## src/rtl/feature_buf_writer_pkg.sv

```systemverilog
// feature_buf_writer_pkg
// Shared definitions for the feature line buffer writer and its padding
// reader partner: un-padded and padded row widths (in 64-bit words), the
// writer state encoding and the width-select decode.
package feature_buf_writer_pkg;

  // Un-padded row widths in words.
  localparam logic [8:0] W_416 = 9'd416;
  localparam logic [8:0] W_208 = 9'd208;
  localparam logic [8:0] W_104 = 9'd104;
  localparam logic [8:0] W_52  = 9'd52;
  localparam logic [8:0] W_26  = 9'd26;
  localparam logic [8:0] W_13  = 9'd13;

  // Padded counterparts (one word of padding on each side), used by the reader.
  localparam logic [8:0] P_418 = 9'd418;
  localparam logic [8:0] P_210 = 9'd210;
  localparam logic [8:0] P_106 = 9'd106;
  localparam logic [8:0] P_54  = 9'd54;
  localparam logic [8:0] P_28  = 9'd28;
  localparam logic [8:0] P_15  = 9'd15;

  typedef enum logic [1:0] {
    ST_IDLE  = 2'd0,
    ST_LOAD  = 2'd1,
    ST_START = 2'd2,
    ST_WAIT  = 2'd3
  } wr_state_t;

  // Unused select codes fall back to the widest row.
  function automatic logic [8:0] width_decode(input logic [2:0] sel);
    logic [8:0] w;
    case (sel)
      3'd0:    w = W_416;
      3'd1:    w = W_208;
      3'd2:    w = W_104;
      3'd3:    w = W_52;
      3'd4:    w = W_26;
      3'd5:    w = W_13;
      default: w = W_416;
    endcase
    return w;
  endfunction

endpackage

```

## src/rtl/feature_buf_writer_row_col_counter.sv

```systemverilog
// feature_row_col_counter
// Row/column position counter for one feature batch. Column counts words
// within a row and wraps at width-1; row advances on each column wrap.
// The final word of the batch returns both counters to 0, so a 128-row
// batch never overflows the 7-bit row counter.
// Ports:
//   clk, rst_n  clock, async active-low reset
//   clear       synchronous clear (priority over advance)
//   advance     one word consumed
//   width       words per row (1..416)
//   last_row    index of the final row
//   row_cnt     current row
//   col_cnt     current word within row
//   last_word   current position is the final word of the batch
module feature_row_col_counter
  import feature_buf_writer_pkg::*;
(
  input  logic       clk,
  input  logic       rst_n,
  input  logic       clear,
  input  logic       advance,
  input  logic [8:0] width,
  input  logic [6:0] last_row,
  output logic [6:0] row_cnt,
  output logic [8:0] col_cnt,
  output logic       last_word
);

  logic col_end;

  assign col_end   = (col_cnt == (width - 9'd1));
  assign last_word = col_end & (row_cnt == last_row);

  always_ff @(posedge clk or negedge rst_n) begin
    if (!rst_n) begin
      row_cnt <= '0;
      col_cnt <= '0;
    end else if (clear) begin
      row_cnt <= '0;
      col_cnt <= '0;
    end else if (advance) begin
      if (last_word) begin
        row_cnt <= '0;
        col_cnt <= '0;
      end else if (col_end) begin
        row_cnt <= row_cnt + 7'd1;
        col_cnt <= '0;
      end else begin
        col_cnt <= col_cnt + 9'd1;
      end
    end
  end

endmodule

```

## src/rtl/feature_buf_writer.sv

```systemverilog
// feature_buf_writer
// Fills the FIFO-organised feature line buffer with one batch of
// (feature_row+1) x W un-padded words from the upstream stream, then hands
// the batch to the padding stage and waits for it to finish.
// Optional build macro: FEATURE_WR_ERR_CHECK_EN enables the sticky wr_err
// protocol checker; without it wr_err is tied low.
// Ports:
//   sclk, s_rst_n          clock, async active-low reset
//   write_start            pulse, begins a batch (IDLE only)
//   feature_col_select     row width select, latched at write_start
//   feature_row            last row index, latched at write_start
//   s_data/s_valid/s_ready upstream stream (s_ready combinational)
//   buffer_full            buffer almost-full
//   buffer_wr_en/_data     registered buffer write port
//   padding_start          pulse to padding stage
//   padding_finish         pulse from padding stage
//   write_busy             not IDLE
//   write_finish           pulse closing the batch handshake
//   wr_row_cnt/wr_col_cnt  current write position
//   wr_err                 sticky protocol error
//
// state    | meaning
// ---------+--------------------------------------------------
// ST_IDLE  | waiting for write_start
// ST_LOAD  | accepting stream words into the buffer
// ST_START | final write in flight, padding_start pulse
// ST_WAIT  | batch owned by padding stage, wait padding_finish
module feature_buf_writer
  import feature_buf_writer_pkg::*;
#(
  parameter int DATA_W = 64,
  parameter int CNT_W  = 16
) (
  input  logic              sclk,
  input  logic              s_rst_n,
  input  logic              write_start,
  input  logic [2:0]        feature_col_select,
  input  logic [6:0]        feature_row,
  input  logic [DATA_W-1:0] s_data,
  input  logic              s_valid,
  output logic              s_ready,
  input  logic              buffer_full,
  output logic              buffer_wr_en,
  output logic [DATA_W-1:0] buffer_wr_data,
  output logic              padding_start,
  input  logic              padding_finish,
  output logic              write_busy,
  output logic              write_finish,
  output logic [6:0]        wr_row_cnt,
  output logic [8:0]        wr_col_cnt,
  output logic              wr_err
);

  // The largest batch (128 rows x 416 words) must be countable.
  if (CNT_W < 16) begin : g_cnt_w_check
    $error("CNT_W too narrow for a 128 x 416 word batch");
  end

  wr_state_t  state, state_nxt;
  logic [8:0] w_reg;
  logic [6:0] r_reg;
  logic       accept;
  logic       ctr_last;
  logic       finish_nxt;

  assign s_ready       = (state == ST_LOAD) & ~buffer_full;
  assign accept        = s_valid & s_ready;
  assign write_busy    = (state != ST_IDLE);
  assign padding_start = (state == ST_START);

  always_comb begin
    state_nxt  = state;
    finish_nxt = 1'b0;
    unique case (state)
      ST_IDLE:  if (write_start) state_nxt = ST_LOAD;
      ST_LOAD:  if (accept && ctr_last) state_nxt = ST_START;
      ST_START: state_nxt = ST_WAIT;
      ST_WAIT: begin
        if (padding_finish) begin
          state_nxt  = ST_IDLE;
          finish_nxt = 1'b1;
        end
      end
      default:  state_nxt = ST_IDLE;
    endcase
  end

  always_ff @(posedge sclk or negedge s_rst_n) begin
    if (!s_rst_n) begin
      state          <= ST_IDLE;
      w_reg          <= W_416;
      r_reg          <= '0;
      buffer_wr_en   <= 1'b0;
      buffer_wr_data <= '0;
      write_finish   <= 1'b0;
    end else begin
      state        <= state_nxt;
      buffer_wr_en <= accept;
      write_finish <= finish_nxt;
      if (accept) buffer_wr_data <= s_data;
      if (state == ST_IDLE && write_start) begin
        w_reg <= width_decode(feature_col_select);
        r_reg <= feature_row;
      end
    end
  end

  // Counters only run in LOAD; every other state holds them at 0.
  feature_row_col_counter u_counter (
    .clk       (sclk),
    .rst_n     (s_rst_n),
    .clear     (state != ST_LOAD),
    .advance   (accept),
    .width     (w_reg),
    .last_row  (r_reg),
    .row_cnt   (wr_row_cnt),
    .col_cnt   (wr_col_cnt),
    .last_word (ctr_last)
  );

`ifdef FEATURE_WR_ERR_CHECK_EN
  logic err_set;

  // A would-be write is a valid word offered in LOAD while the buffer is full.
  always_comb begin
    err_set = 1'b0;
    if (write_start && state != ST_IDLE)              err_set = 1'b1;
    if (padding_finish && state != ST_WAIT)           err_set = 1'b1;
    if (s_valid && state == ST_LOAD && buffer_full)   err_set = 1'b1;
  end

  always_ff @(posedge sclk or negedge s_rst_n) begin
    if (!s_rst_n) wr_err <= 1'b0;
    else if (err_set) wr_err <= 1'b1;
  end
`else
  assign wr_err = 1'b0;
`endif

endmodule

```

## config.mk

```make
export PLATFORM = sky130hd
export DESIGN_NAME = feature_buf_writer
export DESIGN_NICKNAME = d
export VERILOG_FILES = /design/src/rtl/feature_buf_writer_pkg.sv /design/src/rtl/feature_buf_writer_row_col_counter.sv /design/src/rtl/feature_buf_writer.sv
export SDC_FILE = /design/constraint.sdc
export NUM_CORES = 1
export LEC_CHECK = 0
export BUFFER_PORTS_ARGS = -buffer_cell sky130_fd_sc_hd__buf_2
export CORE_MARGIN = 2
export CORE_UTILIZATION = 45
export DETAILED_ROUTE_END_ITERATION = 10
export PLACE_DENSITY = 0.73
export SETUP_SLACK_MARGIN = 0.4
export SYNTH_ARGS = -nofsm -noshare
export SYNTH_HDL_FRONTEND = slang
export SYNTH_SLANG_ARGS = --single-unit
```

## constraint.sdc

```tcl
create_clock -name sclk -period 2.18 [get_ports sclk]
set_input_delay 0.327 -clock sclk [delete_from_list [all_inputs] [get_ports sclk]]
set_output_delay 0.327 -clock sclk [all_outputs]
set_load 0.02 [all_outputs]
```

## Word-level counts from Yosys, hierarchy flattened

Cells that the tools add are included.

- Logic and storage cells: 52
- Output and inout bits: 86
- Register bits: 100
- Input bits: 80

- Bitwise operators: 4
- $add $sub $neg: 3
- Reduce and logical (&&, ||, !) cells: 8
- Eq/ne operators: 14
- Mux-type cells: 15

Operators with widths:

| operator | number |
|---|---|
| $pmux 9 s5 | 1 |
| $mux 9 | 4 |
| $mux 7 | 4 |
| $add 9x1->9 const B | 1 |
| $eq 9x9->1 | 1 |
| $sub 9x1->9 const B | 1 |
| $pmux 2 s4 | 1 |
| $add 7x1->7 const B | 1 |
| $eq 7x7->1 | 1 |
| $eq 3x2->1 const B | 2 |
| $eq 3x3->1 const B | 2 |
| $mux 2 | 3 |
| $eq 2x2->1 const B | 2 |
| $ne 2x1->1 const B | 2 |
| $ne 2x2->1 const B | 2 |
| $reduce_bool 2->1 | 2 |
| $and 1x1->1 | 3 |
| $eq 3x1->1 const B | 1 |
| $reduce_and 3->1 | 1 |
| $reduce_bool 3->1 | 1 |
| $eq 2x1->1 const B | 1 |
| $logic_and 1x1->1 | 2 |
| $logic_not 2->1 | 1 |
| $mux 1 | 2 |
| 2 further kinds | 2 |

## Logic depth before layout (Yosys ltp)

- Depth in word-level cells: 6
- Depth in mapped cells: 9
- Mapped depth without buffers: 8

## Hierarchy

Synthesis repeated with hierarchy kept, for this count alone.

- Cells, all modules: 366
- Area, all modules: 4660.7 µm²

By module, submodules not included:

| module | cells each | area each (µm²) | instances | sequential area each (µm²) |
|---|---|---|---|---|
| feature_buf_writer | 224 | 3358.2 | 1 | 2105.8 |
| feature_row_col_counter | 142 | 1302.5 | 1 | 400.4 |

## Worst setup path after synthesis

Ideal clock, no wire load.

- Path type: flip-flop to flip-flop
- Start: register w_reg[0]
- End: register state[1]
- Clock period less this slack: 2.338 ns
- Path slack: -0.158 ns
- Data required time: 2.052 ns
- Stages on the path, launching flop included: 9
- Setup time: 0.128 ns
- Buffers on the path: 0
- Arrival: 2.211 ns
- Cells stage by stage: dfrtp_1 > inv_1 > ha_1 > nor3b_1 > a21oi_1 > nor4_4 > nand4_4 > a21oi_2 > mux2_1

- Word-level cells in the longest chain between the ends: 6

RTL lines:

| element | line | text |
|---|---|---|
| start, declared | feature_buf_writer.sv:60 | `logic [8:0] w_reg;` |
| start signal, assigned | feature_buf_writer.sv:102 | `w_reg <= width_decode(feature_col_select);` |
| $sub 9x1->9 | feature_buf_writer_row_col_counter.sv:31 | `assign col_end = (col_cnt == (width - 9'd1));` |
| $eq 9x9->1 | feature_buf_writer_row_col_counter.sv:31 |  |
| $and 1x1->1 | feature_buf_writer_row_col_counter.sv:32 | `assign last_word = col_end & (row_cnt == last_row);` |
| $logic_and 1x1->1 | feature_buf_writer.sv:76 | `ST_LOAD: if (accept && ctr_last) state_nxt = ST_START;` |
| $ne 2x1->1 (no line) | - |  |
| $reduce_and 3->1 (no line) | - |  |
| end signal, assigned | feature_buf_writer.sv:97 | `state <= state_nxt;` |
| end, declared | feature_buf_writer.sv:59 | `wr_state_t state, state_nxt;` |

Every way passes these cells.
A chain may end at the register's enable or synchronous reset.

## Worst setup path after layout

- Start: register w_reg[0]
- End: register u_counter.row_cnt[6]

- Word-level cells in the longest chain between the ends: 6
- Elaborated cells on any way between the ends: 8
- Classes of those cells: 1 x add/sub; 1 x eq/ne; 3 x mux; 1 x bitwise; 2 x reduce/logical

RTL lines:

| element | line | text |
|---|---|---|
| $sub 9x1->9 (*) | feature_buf_writer_row_col_counter.sv:31 |  |
| $eq 9x9->1 (*) | feature_buf_writer_row_col_counter.sv:31 |  |
| $and 1x1->1 | feature_buf_writer_row_col_counter.sv:32 |  |
| $mux 7 | feature_buf_writer_row_col_counter.sv:42 | `if (last_word) begin` |
| $mux 7 | feature_buf_writer_row_col_counter.sv:41 | `end else if (advance) begin` |
| $mux 7 | feature_buf_writer_row_col_counter.sv:38 | `end else if (clear) begin` |
| end signal, assigned | feature_buf_writer_row_col_counter.sv:46 | `row_cnt <= row_cnt + 7'd1;` |
| end, declared | feature_buf_writer_row_col_counter.sv:24 | `output logic [6:0] row_cnt,` |

Mark *: on every way between the ends. The rest lies on a longest branch, timed or not. The select of a mux whose other input is x is not followed.

==> out/metrics.yaml <==
die_h_um: 105
nets: 766
sw_frac_of_total_pct: 31.3
r2r_setup_slack_ps: -140
status: "finished, violations left"
critPathArrivalTime_ps: 2610
synth_area_um2: 4570
synth.top_cell.area_share_pct: 53.2
cts_tree: "yes"
syn_area_per_cell_um2: 9.19
pin_count: 166
fin_tns_setup_ps: -1160
violations: "setup timing"
clock_latency_ps: 350
r2r-start: "w_reg[0]"
antenna_cells: 0
intPower_uw: 2950
worstPathRequired_ps: 2470
critPathMaxStageDelay_ps: 420
ys_seq_elements: 100
clk_pin_slew_ps: 90
grt.total_usage_pct: 21.0
seqPwrFrac_pct: 50.9
path_max_fanout: 6
vdd_drop_max_uv: 433
synthFlopType: "dfrtp_1"
end_kind: "flop"
fin_util_pct: 60.6
io_buffers: 164
syn_inst: 497
overflow: 0
largest_reg_flops: 64
design.die.area_um2: 11000
viasPerCell: 4.84
finalCriticalPeriod_ps: 2320
die_w_um: 105
power.density_nw_per_um2: 720
rsz0062_at_grt: "yes"
synth_area_leader_cell: "dfrtp_1"
maxCapViolCount: 0
synth_enable_flop_cells: 0
fmax_mhz: 431
start_kind: "flop"
layout-drive-gt1-share_pct: 34.3
postRouteAntennaNets: 0
hold_class: "primary input to flop"
numCtsBuffers: 9
ys_types: 52
synthToLayoutAreaGrowth_pct: 30.4
fin_skew_ps: 10.1
reg2reg_to: "u_counter.row_cnt[6]"
grt_first_pass_wirelength_mm: 18.6
postLayoutSetupSlackWorst_ps: -139
yosysWarnings: 0
synthTopCellsByArea: "dfrtp_1 (53%), nand2_1 (18%), ha_1 (2.7%)"
p_sw_uw: 1340
rows: 36
drc: 0
seq_area_frac_synth_pct: 54.9
dr.pass1.iters: 4
slew_violations: 0
antenna_found_initial: 0
vias: 3934
async_flop_share_pct: 100
cts.sinks: 100
critPathSlowestCell: "or3_4"
timing.final.crit_share_pct: 106
wire_per_inst_um: 13.6
cts-root-buf: "clkbuf_8"
cts_max_level: 3
grt_pass1_vias: 4003
worstHoldStart: "s_data[38]"
hold_violations: 0
crit_chain: "or3_4, o31a_1, nor4_4, nand4_4, buf_4, nor4_2, o22a_1"
reg2regPathDepth: 7
wl_mm: 11.1
synth_nets: 587
worstHoldPathCells: 3
setup_viol: 15
path_class: "flop to flop"
yosysMostFrequentCell: "nand2_1"
power_frac_comb_pct: 22.3
power.share.clock_pct: 26.8
dp_hpwl_mm: 8.03
min_delay_worst_endpoint: "buffer_wr_data[38]"
grt_max_degree: 55
synth_commonest_cells: "nand2_1 (216), dfrtp_1 (97), nor2_1 (19), clkbuf_1 (16), inv_1 (13)"
start_util_pct: 46.5
p_leak_uw: 0.00327
gp_congestion: 0.830
dr.first_iter.drc_count: 142
cts_buffer_depth: 2
coreArea_um2: 9820
[worst max-delay path, delay by kind of cell (launching register included)]
kind / cells / cell delay [ps]
simple gates: 4 / 1200
flops: 1 / 410
buf+inv: 1 / 180
compound gates: 2 / 450
[repair_timing]
| action | in CTS | in global routing |
|---|---|---|
| pin swaps | 2 | 1 |
| setup buffers | 8 | 2 |
| endpoints found under the hold margin | 13 | 0 |
| hold buffers | 1 | 0 |
| endpoints found under the setup margin | 59 | 59 |
| gates resized for setup | 12 | 8 |
[power by group through the flow]
stage               combinational (µW)  clock [µW]  sequential, µW
global placement                   935           0            2210
global route                      1060        1270            2220
detailed placement                 963           0            2210
CTS                                965        1180            2180
finish                             956        1150            2180
floorplan                          319           0            2440
[per-stage QoR]
step	hold WS (ps)	cell area (µm²)	setup slack, ps	cells	power (µW)
after floorplan	31.4	4580	-9.35	497	2760
after global placement	200	5610	-1.52	787	3150
after detailed placement	206	5610	-43.2	787	3180
after CTS	132	5900	-19.9	811	4330
after global routing	137	5950	-243	813	4540
final	156	5950	-139	813	4290
[layer usage]
| layer | share of wire, % | GRT usage, % | up-vias |
|---|---|---|---|
| met2 | 50 | 35.2 | 134 |
| met3 | 7.2 | 5.61 | 13 |
| met5 | 0 | 0 | - |
| li1 | - | - | 1955 |
| met4 | 1.4 | 7.90 | 0 |
| met1 | 42 | 26.1 | 1832 |
[cell usage in the layout, fill, tap and decap left out, types with 7 or more instances in the layout]
cell and count:
dfrtp_1 97, inv_1 10, ha_1 9, nor2_1 19
o21ai_0 9, xnor2_1 12, nand3_1 8, nand2_1 214
clkbuf_8 10, buf_4 22, mux2_2 7, buf_2 162
xor2_1 11
[cells by family after synthesis]
family	synth area share [%]
buf+inv	3.40
flops	54.9
mux	2.19
compound gates	5.95
fa+ha+maj	2.74
xor+xnor	4.41
other cells	0.0821
simple gates	26.4
[worst max path at each step]
stage	start	end	depth (start not counted)
final	w_reg[0]	u_counter.row_cnt[6]	7
after global routing	w_reg[0]	u_counter.row_cnt[6]	7
after detailed placement	w_reg[0]	state[1]	8
after floorplan	w_reg[2]	state[1]	6
after global placement	w_reg[0]	state[1]	6
after CTS	w_reg[0]	state[1]	6
[area by class of cell]
type,instances,area [µm²]
fill,869,3860
sequential,100,2510
multi-input combinational,361,1970
timing repair buffer,191,1070
tap,133,166
clock buffer,13,149
inverter,13,48.8
clock inverter,2,35.0
Power figures use the tool's default switching activity.
